File: config.mk
export PLATFORM = sky130hd
export DESIGN_NAME = universal_shift_register_burst
export DESIGN_NICKNAME = d
export VERILOG_FILES = /design/src/rtl/usr_pkg.sv /design/src/rtl/usr_next_value.sv /design/src/rtl/universal_shift_register_burst.sv
export SDC_FILE = /design/constraint.sdc
export NUM_CORES = 1
export LEC_CHECK = 0
export CORE_UTILIZATION = 40
export CTS_CLUSTER_DIAMETER = 50
export DETAILED_ROUTE_END_ITERATION = 6
export GPL_TIMING_DRIVEN = 0
export PLACE_DENSITY = 0.71
export SLEW_MARGIN = 0
export SYNTH_ARGS = -nofsm -noshare
export SYNTH_HDL_FRONTEND = slang
export SYNTH_SLANG_ARGS = --single-unit
File: constraint.sdc
create_clock -name clk -period 1.95 [get_ports clk]
set_input_delay 0.2925 -clock clk [delete_from_list [all_inputs] [get_ports clk]]
set_output_delay 0.2925 -clock clk [all_outputs]
set_load 0.01 [all_outputs]
File: src/rtl/usr_pkg.sv
// rtl/usr_pkg.sv - shared op codes and FSM state encoding for the universal shift register
package usr_pkg;

  // Operation codes presented on select
  localparam logic [2:0] OP_HOLD = 3'b000;
  localparam logic [2:0] OP_SHR  = 3'b001;
  localparam logic [2:0] OP_SHL  = 3'b010;
  localparam logic [2:0] OP_LOAD = 3'b011;
  localparam logic [2:0] OP_ROR  = 3'b100;
  localparam logic [2:0] OP_ROL  = 3'b101;
  localparam logic [2:0] OP_ASR  = 3'b110;

  // Burst sequencer states
  localparam logic [0:0] IDLE = 1'b0;
  localparam logic [0:0] BUSY = 1'b1;

endpackage

File: src/rtl/usr_next_value.sv
// rtl/usr_next_value.sv - combinational next-value decode; rotate ops exist only with USR_ROTATE_EN
module usr_next_value
  import usr_pkg::*;
#(
  parameter int WIDTH = 4
) (
  input  logic [2:0]       op,
  input  logic [WIDTH-1:0] d,
  input  logic             shift_right,
  input  logic             shift_left,
  input  logic [WIDTH-1:0] parallel_in,
  output logic [WIDTH-1:0] next
);

  // Select the next register value for the requested operation; anything not decoded holds
  always_comb begin
    next = d;
    case (op)
      OP_SHR:  next = {shift_right, d[WIDTH-1:1]};
      OP_SHL:  next = {d[WIDTH-2:0], shift_left};
      OP_LOAD: next = parallel_in;
`ifdef USR_ROTATE_EN
      OP_ROR:  next = {d[0], d[WIDTH-1:1]};
      OP_ROL:  next = {d[WIDTH-2:0], d[WIDTH-1]};
`endif
      OP_ASR:  next = {d[WIDTH-1], d[WIDTH-1:1]};
      default: next = d;
    endcase
  end

endmodule

File: src/rtl/universal_shift_register_burst.sv
// rtl/universal_shift_register_burst.sv - WIDTH-bit universal shift register with burst sequencer (rotate via USR_ROTATE_EN)
module universal_shift_register_burst
  import usr_pkg::*;
#(
  parameter int WIDTH = 4,
  parameter int LEN_W = $clog2(WIDTH + 1)
) (
  input  logic             clk,
  input  logic             reset,
  input  logic [2:0]       select,
  input  logic [WIDTH-1:0] parallel_in,
  input  logic             shift_right,
  input  logic             shift_left,
  input  logic             burst_start,
  input  logic [LEN_W-1:0] burst_len,
  output logic [WIDTH-1:0] data_out,
  output logic             sout_right,
  output logic             sout_left,
  output logic             busy,
  output logic             done
);

  logic [0:0]       state;
  logic [2:0]       op_q;
  logic [LEN_W-1:0] counter;
  logic [2:0]       active_op;
  logic [WIDTH-1:0] next_data;

  // While a burst runs the captured op drives the datapath; live select is ignored
  assign active_op  = (state == BUSY) ? op_q : select;
  assign busy       = (state == BUSY);
  assign sout_right = data_out[0];
  assign sout_left  = data_out[WIDTH-1];

  usr_next_value #(.WIDTH(WIDTH)) u_next (
    .op          (active_op),
    .d           (data_out),
    .shift_right (shift_right),
    .shift_left  (shift_left),
    .parallel_in (parallel_in),
    .next        (next_data)
  );

  // Register, burst counter and IDLE/BUSY sequencing; done is a one-cycle flag
  always_ff @(posedge clk or posedge reset) begin
    if (reset) begin
      data_out <= '0;
      state    <= IDLE;
      op_q     <= OP_HOLD;
      counter  <= '0;
      done     <= 1'b0;
    end else begin
      done <= 1'b0;
      if (state == IDLE) begin
        if (burst_start) begin
          // Start edge only arms the burst; the register moves on the following edges
          if (burst_len != '0) begin
            op_q    <= select;
            counter <= burst_len;
            state   <= BUSY;
          end else begin
            done <= 1'b1;
          end
        end else begin
          data_out <= next_data;
        end
      end else begin
        data_out <= next_data;
        counter  <= counter - LEN_W'(1);
        if (counter == LEN_W'(1)) begin
          state <= IDLE;
          done  <= 1'b1;
        end
      end
    end
  end

endmodule
# == Word level (Yosys, flattened, before mapping) ==
# Cells that the tools add are included.
# word_totals
reg_bits,12
# classes
n_reduce_logical,5
n_eq_ne,6
n_mux,15
n_addsub,1
n_bitwise,1
# ops
operator,count
$pmux 4 s4,1
$mux 3,4
$mux 1,8
$mux 4,2
$eq 3x1->1 const B,2
$eq 3x2->1 const B,2
$reduce_bool 2->1,2
$eq 3x3->1 const B,1
$reduce_and 3->1,1
$reduce_bool 3->1,1
$sub 3x1->3 const B,1
$ne 2x1->1 const B,1
$reduce_and 2->1,1
$not 1->1,1

# == Depth between registers and ports, before layout ==
# Gate-level depths: netlist of the first run.
# logic_depth
depth_word,5
depth_mapped,6
ltp_nobuf,4

# == Modules after synthesis ==
# A second synthesis of the first run with hierarchy kept.
# unflattened
cells_unflattened,78
hier_area_um2,822.0
# modules_own_cells
module,area_per_inst_um2,cells_per_inst,n_inst
universal_shift_register_burst,610.6,50,1
usr_next_value,211.5,28,1

# == Worst setup path after synthesis of the first run ==
# No wires, ideal clock.
# synth_path
path_kind,flip-flop to flip-flop
from,register state (netlist: busy)
to,register data_out[0]
period_less_slack_ns,1.844
path_slack_ns,0.106
stages_incl_launch_ff,6
required_ns,1.825
arrival_time_ns,1.719
cell_sequence,dfrtp_1 -> buf_6 -> mux2i_2 -> mux2_1 -> mux2_2 -> mux2_2
# synth_via
elab_chain_cells,5
word_cells_on_any_way,9
cone_classes,eq/ne (5); mux (4)
# synth_rtl
item,line_no,source
"start, declared",universal_shift_register_burst.sv:23,logic [0:0] state;
"start signal, assigned",universal_shift_register_burst.sv:48,state <= IDLE;
"start signal, assigned",universal_shift_register_burst.sv:60,state <= BUSY;
"start signal, assigned",universal_shift_register_burst.sv:71,state <= IDLE;
$mux 3,universal_shift_register_burst.sv:30,assign active_op = (state == BUSY) ? op_q : select;
"$eq 3x3->1, or another cell as far along",usr_next_value.sv:18,case (op)
$pmux 4 s4,usr_next_value.sv:18,
$mux 4,universal_shift_register_burst.sv:55,if (burst_start) begin
$mux 4,universal_shift_register_burst.sv:54,if (state == IDLE) begin
"end signal, assigned",universal_shift_register_burst.sv:65,data_out <= next_data;
"end signal, assigned",universal_shift_register_burst.sv:68,data_out <= next_data;
"end, declared",universal_shift_register_burst.sv:16,"output logic [WIDTH-1:0] data_out,"
# Parallel ways exist; a longest one is shown, timed or not. The select of a mux whose other input is x is not followed.
# A chain may end at the register's enable or synchronous reset.

# == Worst setup path after layout of the first run ==
# Ends and elaborated chain as after synthesis.

==> flow_metrics.py, run 1 <==
metrics = {
    "status": {
        "status": "completed",
    },
    "route": {
        "drt_wl_total_um": 1340,
        "dr.pass1.iters": 4,
        "vias_per_cell": 5.00,
        "routedWlPerCell_um": 11.2,
        "drc": 0,
        "drtAntennaViolNets": 0,
        "vias": 600,
        "drtIter0Drc": 9,
    },
    "placed_design": {
        "io_buffers": 22,
        "place_congestion": 0.757,
        "hpwlAfterDp_um": 1090,
        "dpl_worst_slack_ns": -0.191,
    },
    "logic_synthesis": {
        "synth_flop_cell": "dfrtp_1",
        "synth_top_cell_area_share_pct": 41.2,
        "syn_area_per_cell_um2": 10.6,
        "synth_edf_count": 0,
        "ys_types": 27,
        "netlist_area_um2": 728,
        "ys_seq_area_share_pct": 41.2,
        "ys_ff_latch": 12,
        "yosys_warnings": 0,
        "synthCells": 69,
        "synth_area_leaders": "dfrtp_1, mux2_2, mux2_1, ha_1, o21ai_0",
        "syn_nets": 86,
        "yosysMostFrequentCell": "dfrtp_1",
        "synth.top_cells.by_count": "dfrtp_1, mux2_2, inv_1, nor2_1, o21ai_0",
        "synth_top_area_cell": "dfrtp_1",
        "synth-async-reset-ratio_pct": 100,
    },
    "sta": {
        "rsz0062_at_grt": "no",
        "hold_viol": 0,
        "fmax_mhz": 547,
        "finalSetupViolCount": 0,
        "skew_ns": 0.00132,
        "period_needed_ns": 1.83,
        "slew_headroom_pct": 69.4,
        "tightest_slew_ns": 0.454,
        "slew_violations": 0,
        "setup_tns_ns": 0,
        "setup_slack_ns": 0.122,
        "finalCritPeriodShare_pct": 93.8,
    },
    "hold_path": {
        "hp-class": "primary input to asynchronous set/reset pin",
    },
    "worst_setup_path": {
        "reg2reg_to": "data_out[0]$_DFFE_PP0P_",
        "cp.arrival_ns": 1.99,
        "cp.required_ns": 2.11,
        "crit-reg2reg-launch": "busy$_DFF_PP0_",
        "cp-start-kind": "flip-flop",
        "crit_path_end_kind": "flip-flop",
        "r2r_cells": 5,
        "r2r_setup_slack_ns": 0.12,
        "path_max_fanout": 9,
        "startpoint": "busy$_DFF_PP0_",
        "critPathKind": "flip-flop to flip-flop",
    },
    "cells_and_area": {
        "fin_util_pct": 60.0,
        "nets": 113,
        "post_route_cells_drive_above_1_share_pct": 18.9,
        "area_growth_pct": 40.7,
        "num_antenna_cells": 0,
    },
    "clock_tree": {
        "cts_tree": "built",
        "clkTransAtPathRegs_ns": 0.08,
        "cts.htree.levels": 1,
        "clkSinkCount": 12,
        "cts_buffer_depth": 2,
        "clock_latency_ns": 0.27,
        "root_buffer": "clkbuf_4",
        "cts_inserted_buffers": 3,
    },
    "die": {
        "start_util_pct": 42.6,
        "core-area_um2": 1710,
        "die-area_um2": 1990,
        "row_count": 15,
        "die_y_um": 44.7,
        "ioPinCount": 23,
        "die_w_um": 44.7,
    },
    "power": {
        "p_per_area_nw_per_um2": 1550,
        "max-vdd-ir-drop_mv": 0.801,
        "power_leakage_nw": 0.430,
    },
    "global_routing": {
        "grt_pass1_wl_um": 2290,
        "grt_pass1_vias": 541,
        "grt_usage_pct": 16.1,
        "grt_max_degree": 13,
        "antenna_found_initial": 0,
        "grt-ovfl-total": 0,
    },
    "flow_run": {
        "maxCapViolations": 0,
    },
}
-- where the power goes --
part	total [mW]	internal, mW	switching (mW)
logic	0.911	0.543	0.368
clock network	0.196	0.113	0.0829
registers	0.481	0.378	0.103
-- area by class of cell --
class	instances	area (um2)
Multi-Input combinational cell	48	388
Inverter	5	18.8
Tap cell	25	31.3
Buffer	4	30.0
Fill cell	143	683
Clock buffer	4	36.3
Sequential cell	12	300
Timing Repair Buffer	22	220
-- critical path, cell delays in order, from the launching register on --
cell	delay, ns
dfrtp_1	0.36
buf_6	0.15
mux2i_4	0.33
mux2_1	0.36
mux2_2	0.26
mux2_2	0.26
-- metal layers --
metal / GRT usage [%] / vias to the layer above / part of all wire (%)
met1: 21.2 / 277 / 46
met4: 9.09 / 0 / 0.67
met2: 24.4 / 21 / 46
met3: 3.27 / 2 / 7.0
li1: - / 300 / -
met5: 0 / - / 0
-- kinds of logic after synthesis --
logic type / synth area share (%)
buffers and inverters: 6.70
flip-flops: 41.2
XOR/XNOR: 1.20
AND/OR/NAND/NOR: 9.79
adder cells (fa/ha/maj): 3.44
multiplexers: 23.4
AO/OA/AOI/OAI: 14.3
-- what timing repair did --
action                                  4_1_cts  5_1_grt
buffers inserted                              0        0
endpoints found under the setup margin        0        3
hold buffers                                  0        0
gates resized for setup                       0        1
-- metrics by stage --
| step | instances | area [um2] | hold slack (ns) | power (mW) |
|---|---|---|---|---|
| floorplan | 69 | 728 | 0.157 | 1.09 |
| global placement | 116 | 980 | 0.492 | 1.36 |
| detailed placement | 116 | 980 | 0.499 | 1.39 |
| CTS | 120 | 1020 | 0.337 | 1.59 |
| global route | 120 | 1020 | 0.401 | 1.73 |
| finish | 120 | 1020 | 0.320 | 1.59 |
-- registers in the layout (all words and copies together) (netlist names) --
| name | flops |
|---|---|
| op_q | 3 |
| busy | 1 |
| done | 1 |
| counter | 3 |
| data_out | 4 |
-- how the worst max path moves through the flow --
stage                                    endpoint
final                     data_out[0]$_DFFE_PP0P_
after global routing      data_out[0]$_DFFE_PP0P_
after floorplan           data_out[0]$_DFFE_PP0P_
after detailed placement  data_out[0]$_DFFE_PP0P_
after global placement    data_out[0]$_DFFE_PP0P_
after CTS                 data_out[0]$_DFFE_PP0P_
-- cell usage in the layout, fill, tap and decap left out, types with 2 or more instances in the layout --
master,instances
a21oi_1,3
nor2_1,4
a221oi_1,2
ha_1,2
clkdlybuf4s50_1,22
inv_1,5
dfrtp_1,12
nand2_1,2
nand2b_1,3
o21ai_0,4
buf_4,2
clkbuf_4,3
mux2_1,3
a21o_1,2
mux2_2,10
a211oi_1,2
No activity file was read; power rests on OpenSTA's default activity.
==> inputs of run 2 (changes only) <==
CORE_UTILIZATION = 44   (was 40)
PLACE_DENSITY = 0.76   (was 0.71)
==> flow_metrics.py, run 2 (synthesis gave the netlist of run 1 again) <==
metrics = {
    "die": {
        "start_util_pct": 47.8,
        "die_y_um": 42.7,
        "die_w_um": 42.7,
        "die-area_um2": 1820,
        "ioPinCount": 23,
        "core-area_um2": 1520,
        "row_count": 14,
    },
    "sta": {
        "finalCritPeriodShare_pct": 94.1,
        "slew_headroom_pct": 69.7,
        "slew_violations": 0,
        "finalSetupViolCount": 0,
        "hold_viol": 0,
        "fmax_mhz": 545,
        "tightest_slew_ns": 0.449,
        "rsz0062_at_grt": "no",
        "period_needed_ns": 1.84,
        "skew_ns": 0.00279,
    },
    "cells_and_area": {
        "top_register": "data_out",
        "multi_input_area_um2": 388,
        "fin_util_pct": 66.5,
        "num_antenna_cells": 0,
        "fin_cells": 111,
        "nets": 113,
        "fillers": 135,
        "final_common_cell": "clkdlybuf4s50_1",
        "seq_area_um2": 300,
        "largest_reg_flops": 4,
        "post_route_cells_drive_above_1_share_pct": 18.9,
        "top_regs": "data_out (4), counter (3), op_q (3)",
        "final_cell_mix": "clkdlybuf4s50_1, dfrtp_1, mux2_2",
        "area_growth_pct": 39.2,
    },
    "global_routing": {
        "grt_pass1_wl_um": 2330,
        "use_met2_pct": 29.7,
        "grt-ovfl-total": 0,
        "antenna_found_initial": 0,
        "grt_pass1_vias": 565,
        "grt_use_met1_pct": 20.9,
        "grt_usage_pct": 17.3,
        "grt_max_degree": 13,
        "gr-usage-met3_pct": 2.98,
        "grt.busiest_layer": "met2",
    },
    "worst_setup_path": {
        "crit_chain": "buf_6 > mux2i_4 > mux2_1 > mux2_2 > mux2_2",
        "critPathKind": "flip-flop to flip-flop",
        "crit_path_end_kind": "flip-flop",
        "cp_slowest_cell": "dfrtp_1",
        "crit_path_max_incr_delay_ns": 0.36,
        "cp-start-kind": "flip-flop",
        "cp_common_cell": "mux2_2",
        "critical-path-top-delay-family": "multiplexers",
        "path_max_fanout": 9,
        "critPathBufInv": 1,
        "cp.arrival_ns": 1.99,
        "cp.required_ns": 2.11,
    },
    "clock_tree": {
        "cts_buffer_depth": 2,
        "root_buffer": "clkbuf_4",
        "clock_latency_ns": 0.27,
        "clkSinkCount": 12,
        "cts_tree": "built",
        "cts_inserted_buffers": 3,
        "clkTransAtPathRegs_ns": 0.07,
        "cts.htree.levels": 1,
    },
    "placed_design": {
        "place_inst": 107,
        "hpwlAfterDp_um": 1110,
        "io_buffers": 22,
        "place_congestion": 0.789,
    },
    "route": {
        "routedWlPerCell_um": 13.0,
        "drc": 0,
        "drt_wl_total_um": 1450,
        "drtAntennaViolNets": 0,
        "drtIter0Drc": 6,
        "dr.pass1.iters": 4,
        "vias": 610,
        "vias_per_cell": 5.50,
    },
    "status": {
        "status": "completed",
    },
    "power": {
        "sw_frac_of_total_pct": 35.5,
        "power_leakage_nw": 0.430,
        "p_per_area_nw_per_um2": 1590,
        "combPwrFrac_pct": 57.9,
        "p_seq_share_pct": 30.1,
        "p_switching_mw": 0.571,
        "clockPowerShare_pct": 12.0,
        "p_int_mw": 1.04,
        "max-vdd-ir-drop_mv": 0.890,
    },
    "flow_run": {
        "maxCapViolations": 0,
    },
    "hold_path": {
        "hp-class": "primary input to asynchronous set/reset pin",
    },
}
run 2: cell counts in the layout (fill, tap and decap cells not counted):
Identical to the previous run, type by type.
run 2: path summary, 6_finish.rpt:
path	end	depth (start not counted)	startpoint	slack, ns
worst min-delay path	counter[2]$_DFFE_PP0P_	2	reset	0.33
worst max register to register	data_out[1]$_DFFE_PP0P_	5	busy$_DFF_PP0_	0.11
max in group asynchronous	data_out[1]$_DFFE_PP0P_	2	reset	1.31
min in group clk	counter[0]$_DFFE_PP0P_	1	counter[0]$_DFFE_PP0P_	0.52
worst min register to register	counter[0]$_DFFE_PP0P_	1	counter[0]$_DFFE_PP0P_	0.52
worst max-delay path	data_out[1]$_DFFE_PP0P_	5	busy$_DFF_PP0_	0.11
run 2: power groups by stage:
| stage | Sequential [mW] | Clock, mW | Combinational [mW] |
|---|---|---|---|
| finish | 0.484 | 0.193 | 0.930 |
| global route | 0.505 | 0.210 | 1.01 |
| CTS | 0.481 | 0.198 | 0.922 |
| detailed placement | 0.485 | 0 | 0.915 |
| global placement | 0.478 | 0 | 0.884 |
| floorplan | 0.492 | 0 | 0.599 |
run 2: area by class of cell:
class                   count  share of cell area (%)
multi-input cells          48                    38.3
repair buffers             22                    21.7
well taps                  16                    1.98
plain buffers               4                    2.96
inverters                   5                    1.85
flip-flops and latches     12                    29.6
clock buffers               4                    3.58
run 2: what timing repair did:
action,4_1_cts,5_1_grt
hold endpoints to repair,0,0
setup buffers,0,0
hold buffers,0,0
setup endpoints to repair,0,3
resized for setup,0,1
run 2: layer usage:
layer  wire, um  share of wire (%)
met1        624                 43
met2        700                 48
met3         91                6.3
met4         30                2.1
met5          0                  0
run 2: stage by stage:
stage	TNS (ns)	instance area (um2)	total power, mW	setup WS, ns	hold slack [ns]
6_report	0	1010	1.61	0.114	0.330
5_1_grt	0	1010	1.73	0.0513	0.375
4_1_cts	0	1000	1.60	0.0271	0.346
3_5_place_dp	-0.492	968	1.40	-0.182	0.500
3_3_place_gp	-0.477	968	1.36	-0.164	0.505
2_1_floorplan	0	728	1.09	0.106	0.157
